--- src/rtl/aibcr3aux_osc_freqmon_pkg.sv ---
`default_nettype none
// ============================================================================
// Module  : aibcr3aux_osc_freqmon_pkg
// Brief   : Shared types, defaults and helpers for the aux oscillator monitor.
// Revision: 1.0 - initial release
// ============================================================================
package aibcr3aux_osc_freqmon_pkg;

    typedef enum logic [1:0] {
        IDLE  = 2'd0,
        COUNT = 2'd1,
        DONE  = 2'd2
    } meas_state_e;

    localparam int c_DEF_DIV_W       = 8;
    localparam int c_DEF_SEL_W       = 3;
    localparam int c_DEF_WIN_W       = 16;
    localparam int c_DEF_CNT_W       = 12;
    localparam int c_DEF_SYNC_STAGES = 2;

    // Limits a requested divider tap to the highest bit the counter has.
    function automatic int clamp_sel(input int sel, input int max_sel);
        return (sel > max_sel) ? max_sel : sel;
    endfunction

endpackage
`default_nettype wire

--- src/rtl/aibcr3aux_osc_freqmon_sync.sv ---
`default_nettype none
// ============================================================================
// Module  : aibcr3aux_osc_freqmon_sync
// Brief   : Multi-flop synchroniser for the async event input + rise detect.
// Revision: 1.0 - initial release
// ============================================================================
module aibcr3aux_osc_freqmon_sync
    import aibcr3aux_osc_freqmon_pkg::*;
#(
    parameter int SYNC_STAGES = c_DEF_SYNC_STAGES
) (
    input  logic clkin,
    input  logic irst,
    input  logic ievent,
    output logic oedge
);

    logic [SYNC_STAGES-1:0] r_sync;
    logic                   r_prev;

    always_ff @(posedge clkin) begin
        if (irst) begin
            r_sync <= '0;
            r_prev <= 1'b0;
        end else begin
            r_sync <= {r_sync[SYNC_STAGES-2:0], ievent};
            r_prev <= r_sync[SYNC_STAGES-1];
        end
    end

    assign oedge = r_sync[SYNC_STAGES-1] & ~r_prev;

endmodule
`default_nettype wire

--- src/rtl/aibcr3aux_osc_freqmon.sv ---
`default_nettype none
// ============================================================================
// Module  : aibcr3aux_osc_freqmon
// Brief   : Programmable power-of-two monitor divider plus windowed event counter.
// Revision: 1.0 - initial release
// ============================================================================
module aibcr3aux_osc_freqmon
    import aibcr3aux_osc_freqmon_pkg::*;
#(
    parameter int DIV_W       = c_DEF_DIV_W,
    parameter int SEL_W       = c_DEF_SEL_W,
    parameter int WIN_W       = c_DEF_WIN_W,
    parameter int CNT_W       = c_DEF_CNT_W,
    parameter int SYNC_STAGES = c_DEF_SYNC_STAGES
) (
    input  logic             clkin,
    input  logic             irst,
    input  logic             imon_en,
    input  logic [SEL_W-1:0] idiv_sel,
    output logic             omon_clk,
    input  logic             imeas_start,
    input  logic [WIN_W-1:0] imeas_win,
    input  logic             ievent,
    output logic             omeas_busy,
    output logic             omeas_done,
    output logic [CNT_W-1:0] omeas_count,
    output logic             omeas_ovf
);

    localparam int c_SELQ_W = (DIV_W > 1) ? $clog2(DIV_W) : 1;

    logic [DIV_W-1:0]    r_div_cnt;
    logic [c_SELQ_W-1:0] r_sel_q;
    logic                r_en_q;
    logic                r_mon_clk;
    logic                w_sel_load;
    logic [c_SELQ_W-1:0] w_sel_clamped;

    // Tap changes only take effect at counter wrap so no runt pulse escapes.
    assign w_sel_load    = imon_en & (~r_en_q | (&r_div_cnt));
    assign w_sel_clamped = c_SELQ_W'(clamp_sel(int'(idiv_sel), DIV_W - 1));

    always_ff @(posedge clkin) begin
        if (irst) begin
            r_div_cnt <= '0;
            r_sel_q   <= '0;
            r_en_q    <= 1'b0;
            r_mon_clk <= 1'b0;
        end else begin
            r_en_q <= imon_en;
            if (imon_en) begin
                r_div_cnt <= r_div_cnt + 1'b1;
                r_mon_clk <= r_div_cnt[r_sel_q];
            end else begin
                r_div_cnt <= '0;
                r_mon_clk <= 1'b0;
            end
            if (w_sel_load) begin
                r_sel_q <= w_sel_clamped;
            end
        end
    end

    assign omon_clk = r_mon_clk;

    logic w_event_edge;

    aibcr3aux_osc_freqmon_sync #(
        .SYNC_STAGES (SYNC_STAGES)
    ) u_sync (
        .clkin  (clkin),
        .irst   (irst),
        .ievent (ievent),
        .oedge  (w_event_edge)
    );

    meas_state_e       r_state;
    meas_state_e       w_state_nxt;
    logic [WIN_W-1:0]  r_win_cnt;
    logic [CNT_W-1:0]  r_count;
    logic              r_ovf;

    always_ff @(posedge clkin) begin
        if (irst) begin
            r_state <= IDLE;
        end else begin
            r_state <= w_state_nxt;
        end
    end

    always_comb begin
        w_state_nxt = r_state;
        case (r_state)
            IDLE, DONE: begin
                if (imeas_start) begin
                    w_state_nxt = (imeas_win != '0) ? COUNT : DONE;
                end
            end
            COUNT: begin
                if (r_win_cnt == WIN_W'(1)) begin
                    w_state_nxt = DONE;
                end
            end
            default: w_state_nxt = IDLE;
        endcase
    end

    // Window and event-count datapath; a start in COUNT is deliberately ignored.
    always_ff @(posedge clkin) begin
        if (irst) begin
            r_win_cnt <= '0;
            r_count   <= '0;
            r_ovf     <= 1'b0;
        end else begin
            case (r_state)
                IDLE, DONE: begin
                    if (imeas_start) begin
                        r_win_cnt <= imeas_win;
                        r_count   <= '0;
                        r_ovf     <= 1'b0;
                    end
                end
                COUNT: begin
                    r_win_cnt <= r_win_cnt - 1'b1;
                    if (w_event_edge) begin
                        if (&r_count) begin
                            r_ovf <= 1'b1;
                        end else begin
                            r_count <= r_count + 1'b1;
                        end
                    end
                end
                default: ;
            endcase
        end
    end

    always_comb begin
        omeas_busy  = (r_state == COUNT);
        omeas_done  = (r_state == DONE);
        omeas_count = r_count;
        omeas_ovf   = r_ovf;
    end

endmodule
`default_nettype wire

--- config.mk ---
export PLATFORM = sky130hd
export DESIGN_NAME = aibcr3aux_osc_freqmon
export DESIGN_NICKNAME = d
export VERILOG_FILES = /design/src/rtl/aibcr3aux_osc_freqmon_pkg.sv /design/src/rtl/aibcr3aux_osc_freqmon_sync.sv /design/src/rtl/aibcr3aux_osc_freqmon.sv
export SDC_FILE = /design/constraint.sdc
export NUM_CORES = 1
export LEC_CHECK = 0
export BUFFER_PORTS_ARGS = -buffer_cell sky130_fd_sc_hd__buf_2
export CAP_MARGIN = 20
export CORE_MARGIN = 2
export CORE_UTILIZATION = 50
export DETAILED_ROUTE_END_ITERATION = 10
export GPL_TIMING_DRIVEN = 0
export PLACE_DENSITY = 0.81
export SYNTH_ARGS = -nofsm -noshare
export SYNTH_HDL_FRONTEND = slang
export SYNTH_HIERARCHICAL = 1
export SYNTH_SLANG_ARGS = --single-unit
--- constraint.sdc ---
create_clock -name clkin -period 1.6 [get_ports clkin]
set_input_delay 0.32 -clock clkin [delete_from_list [all_inputs] [get_ports clkin]]
set_output_delay 0.32 -clock clkin [all_outputs]
set_load 0.05 [all_outputs]
; ---- After elaboration in Yosys (flattened, before gate mapping)
; Cells that the tools add are included.
[op_classes]
n_bitwise = 6
n_mux = 16
n_lt_le_gt_ge = 1
add_sub_neg = 3
eq_ne = 8
n_reduce_logical = 11
[ops]
columns = operator, count
row1 = 12-bit 2-to-1 mux, 3
row2 = 16-bit case mux with 2 select lines, 1
row3 = 12-bit case mux with 2 select lines, 1
row4 = 16-bit by 1-bit equality test with 1-bit output (second input constant), 1
row5 = 16-bit 2-to-1 mux, 1
row6 = 16-bit nonzero test, 1
row7 = 16-bit by 1-bit subtractor with 16-bit output (second input constant), 1
row8 = 12-bit by 1-bit adder with 12-bit output (second input constant), 1
row9 = 12-bit AND reduction, 1
row10 = 8-bit by 1-bit adder with 8-bit output (second input constant), 1
row11 = 4-bit AND reduction, 2
row12 = 8-bit AND reduction, 1
row13 = 2-bit 2-to-1 mux, 3
row14 = 2-bit by 1-bit != test with 1-bit output (second input constant), 3
row15 = 3-bit by 4-bit less-than comparator with 1-bit output (second input constant), 1
row16 = 1-bit 2-to-1 mux, 4
row17 = 2-bit != test (second input constant), 2
row18 = 2-bit case mux with 2 select lines, 1
row19 = 2-bit AND reduction, 2
row20 = 2-bit OR reduction, 2
row21 = 1-bit binary-select mux with 3-bit select, 1
row22 = 1-bit inverter, 3
row23 = 1-bit AND, 2
row24 = 2-bit by 1-bit equality test with 1-bit output (second input constant), 1
row25 = 5 further kinds, 5
[word_totals]
input_bits = 24
register_bits = 47
output_inout_bits = 16
elab_cells = 55

; ---- Depth between registers and ports, before layout
[depth]
word_depth = 4
mapped_depth = 7
depth_no_buf = 6

; ---- Cells and area by module
; The synthesis kept the hierarchy.
[modules_own_cells]
columns = mod, area_each_um2, cells_each, seq_area_each_um2, instances
row1 = aibcr3aux_osc_freqmon, 2319.7, 272, 880.8, 1
row2 = aibcr3aux_osc_freqmon_sync, 87.6, 7, 60.1, 1

; ---- Least setup slack after synthesis
; No wires, ideal clock.
[synth_timing]
path_kind = register to register
start = register r_count[0], in the netlist omeas_count[0]
end = register r_count[11], in the netlist omeas_count[11]
setup_slack_ns = -0.387
arrival_ns = 1.916
stages_incl_launch_ff = 6
synth_period_minus_slack_ns = 1.987
n_path_buf = 0
required_ns = 1.528
setup_time_ns = 0.072
cell_sequence = dfxtp_1 -> ha_1 -> nand4_1 -> or4_1 -> nand3_1 -> mux2i_1
[synth_between]
elab_chain_cells = 4
elab_cells_between_ends = 7
classes_between = add/sub: 1 / eq/ne: 1 / mux: 3 / reduce/logical: 2
[synth_lines]
columns = item, line_no
row1 = from (decl), aibcr3aux_osc_freqmon.sv:80  ; logic [CNT_W-1:0] r_count;
row2 = from (signal assigned), aibcr3aux_osc_freqmon.sv:129  ; r_count <= r_count + 1'b1;
row3 = 12-bit by 1-bit adder with 12-bit output, aibcr3aux_osc_freqmon.sv:129
row4 = 12-bit 2-to-1 mux, aibcr3aux_osc_freqmon.sv:126  ; if (&r_count) begin
row5 = 12-bit 2-to-1 mux, aibcr3aux_osc_freqmon.sv:125  ; if (w_event_edge) begin
row6 = 12-bit case mux with 2 select lines, aibcr3aux_osc_freqmon.sv:115  ; case (r_state)
; Parallel ways exist; a longest one is shown, timed or not. The select of a mux whose other input is x is not followed.
; A chain may end at the register's enable or synchronous reset.

; ---- Worst setup path after layout
[layout_timing]
start = register r_count[0], in the netlist omeas_count[0]
end = register r_count[7], in the netlist omeas_count[7]
; Same word-level chain as after synthesis.

==> results.json <==
{
  "rows": 25,
  "synth_top_area_share_pct": 39.1,
  "hold_depth": 2,
  "firstDrtPassIters": 4,
  "rsz0062_at_grt": "yes",
  "switching_share_pct": 31.3,
  "synth_cells": 279,
  "n_antenna_cell": 0,
  "cp.required_ns": 1.83,
  "r2r-end": "omeas_count[7]",
  "worst-path-max-fanout": 4,
  "leakage_nw": 1.19,
  "syn-num-nets": 307,
  "tritoncts": "yes",
  "power_density_nw_per_um2": 838,
  "fin_skew_ns": 0.0116,
  "clock_latency_ns": 0.31,
  "synth_edf_count": 0,
  "final_area_um2": 3130,
  "htreeDepth": 2,
  "yosys-top-cells-count": "47 x dfxtp_1, 21 x a21oi_1, 21 x nor2_1",
  "clockRootBuffer": "clkbuf_8",
  "tightestPinTransition_ns": 0.535,
  "place_area_um2": 2740,
  "whs_endpoint": "u_sync/r_sync[0]",
  "synth_area_per_cell_um2": 8.63,
  "io_buffer_count": 39,
  "clk_pin_slew_worst_paths_ns": 0.09,
  "reg2reg_slack_ns": -0.04,
  "fin_nets": 373,
  "overflow": 0,
  "die_h_um": 73.4,
  "combPwrFrac_pct": 23.0,
  "fin_crit_ns": 1.64,
  "yosys_register_bits": 47,
  "cap_violations": 0,
  "drive_gt1_share_pct": 36.4,
  "die_w_um": 73.4,
  "p_sw_mw": 0.821,
  "core_area_um2": 4690,
  "post_synth_num_cell_types": 51,
  "vias": 2482,
  "dieArea_um2": 5390,
  "synth.most_common_cell": "dfxtp_1",
  "dp.cells": 372,
  "start_util_pct": 51.3,
  "ys_warn_count": 6,
  "grt_pass1_vias": 2221,
  "drtIter0Drc": 225,
  "grt_use_total_pct": 24.0,
  "cts_max_path_buffers": 2,
  "worstPathArrival_ns": 1.87,
  "grt_pass1_wl_um": 10100,
  "max_freq_mhz": 609,
  "r2r_start": "omeas_count[0]",
  "fill_cells": 367,
  "setup_viol": 5,
  "seqPwrFrac_pct": 49.4,
  "critPathLaunchType": "flop",
  "power_mw": 2.62,
  "layoutNonFillerInstCount": 400,
  "worstHoldStart": "ievent",
  "dpl.hpwl_um": 4160,
  "grt_start_max_net_pins": 16,
  "end_kind": "flop",
  "drc": 0,
  "slew_headroom_pct": 64.4,
  "synth_ff_type": "dfxtp_1",
  "hp-class": "primary input to flop",
  "antenna_found_initial": 0,
  "maxSlewViolCount": 0,
  "drt-vias-per-instance": 6.21,
  "area_growth_pct": 30.0,
  "synth_top_cell_by_area": "dfxtp_1",
  "cts_sinks": 47,
  "worst-r2r-cell-count": 7,
  "power.clock.fraction_pct": 27.6,
  "post_drt_wl_per_cell_um": 16.3,
  "syn_area_um2": 2410,
  "synth_area_leaders": "dfxtp_1 39%, a21oi_1 4.4%, o21ai_0 3.7%",
  "ys_seq_area_share_pct": 39.1,
  "ant_nets": 0,
  "fin_ws_ns": -0.0416,
  "violations": "negative setup slack",
  "cts_made_buffers": 5,
  "crit_type": "flop to flop",
  "hold_violations": 0,
  "fin_crit_sh_pct": 103,
  "peakVddDrop_mv": 0.507,
  "async_flop_share_pct": 0,
  "io_pins": 40,
  "drt_wl_total_um": 6510,
  "outcome": "complete, but fails checks",
  "internal-power_mw": 1.80,
  "place.gp.congestion": 0.804
}
==> kinds of logic after synthesis <==
family	Yosys count	share of synthesized area, %
flops	47	39.1
simple gates	123	31.0
mux	4	2.70
xor+xnor	4	1.46
buf+inv	21	3.48
fa+ha+maj	4	2.08
compound gates	76	20.2
==> layer usage <==
| metal | vias up | share of wire (%) | global-route usage, % |
|---|---|---|---|
| met3 | 11 | 6.2 | 5.35 |
| met4 | 0 | 1.7 | 9.90 |
| met1 | 1181 | 43 | 31.5 |
| met5 | - | 0 | 0 |
| met2 | 101 | 49 | 38.3 |
| li1 | 1189 | - | - |
==> through the flow <==
step | hold WS (ns) | util (%) | setup WS [ns] | setup TNS, ns
final | 0.254 | 66.7 | -0.0416 | -0.115
after global routing | 0.246 | 66.7 | -0.0960 | -0.652
after CTS | 0.260 | 62.8 | -0.0106 | -0.0476
after detailed placement | 0.441 | 58.3 | -0.284 | -4.13
after global placement | 0.445 | 58.3 | -0.252 | -3.50
after floorplan | 0.392 | - | 0.0181 | 0
==> final cells by class <==
type | instances | area [um^2] | share of cell area [%]
buffer | 12 | 67.6 | 2.16
clock buffer | 5 | 68.8 | 2.20
clock inverter | 3 | 18.8 | 0.600
inverter | 8 | 35.0 | 1.12
multi-input combinational | 211 | 1530 | 49.0
sequential | 47 | 981 | 31.3
tap | 54 | 67.6 | 2.16
timing repair buffer | 60 | 357 | 11.4
==> state kept, by name, indices dropped and copies added, names as in the netlist <==
name           cells
r_en_q             1
r_sel_q            3
omeas_ovf          1
u_sync/r_prev      1
omeas_count       12
u_sync/r_sync      2
r_win_cnt         16
omon_clk           1
r_state            2
r_div_cnt          8
==> worst max-delay path: stages, from the launching register on <==
cell and delay, ns:
dfxtp_4 0.36, ha_4 0.15, nand4_1 0.09, buf_4 0.15, nor4_4 0.04, buf_4 0.15, or4_4 0.49, a21oi_2 0.14
==> power by group through the flow <==
stage | registers [mW] | clock network [mW] | logic [mW]
floorplan | 1.31 | 0 | 0.321
global placement | 1.31 | 0 | 0.437
detailed placement | 1.32 | 0 | 0.451
CTS | 1.29 | 0.727 | 0.514
global route | 1.30 | 0.780 | 0.651
finish | 1.29 | 0.724 | 0.604
==> how the worst max path moves through the flow <==
stage	start	endpoint	slack [ns]	cells past startpoint
detailed placement	r_state[1]	r_win_cnt[10]	-0.28	6
global route	omeas_count[0]	omeas_count[7]	-0.1	7
CTS	omeas_count[0]	omeas_count[10]	-0.01	6
finish	omeas_count[0]	omeas_count[7]	-0.04	7
floorplan	omeas_count[0]	omeas_count[0]	0.02	6
global placement	r_state[1]	r_win_cnt[10]	-0.25	6
==> what timing repair did <==
item,4_1_cts,5_1_grt
hold buffers,0,0
endpoints found under the setup margin,30,33
resized for setup,15,31
setup buffers,10,10
pin swaps,10,12
gates cloned,1,0
==> cells in the final DEF (no fill, tap or decap), types with 4 or more instances in the layout <==
master,count
o31ai_1,6
or4_4,4
buf_2,40
nor4_1,5
a31oi_1,10
or4_1,6
dfxtp_1,31
nand4_1,5
inv_1,5
dfxtp_4,8
a21oi_1,20
clkbuf_8,5
dfxtp_2,8
o21ai_0,17
nand2_1,19
nor3_1,4
nand4b_1,4
nand2b_1,6
a32oi_1,4
clkbuf_1,5
nand3_1,14
nor2_1,19
buf_4,23
nor2b_1,4
or3_1,6
No activity file was read; power rests on OpenSTA's default activity.
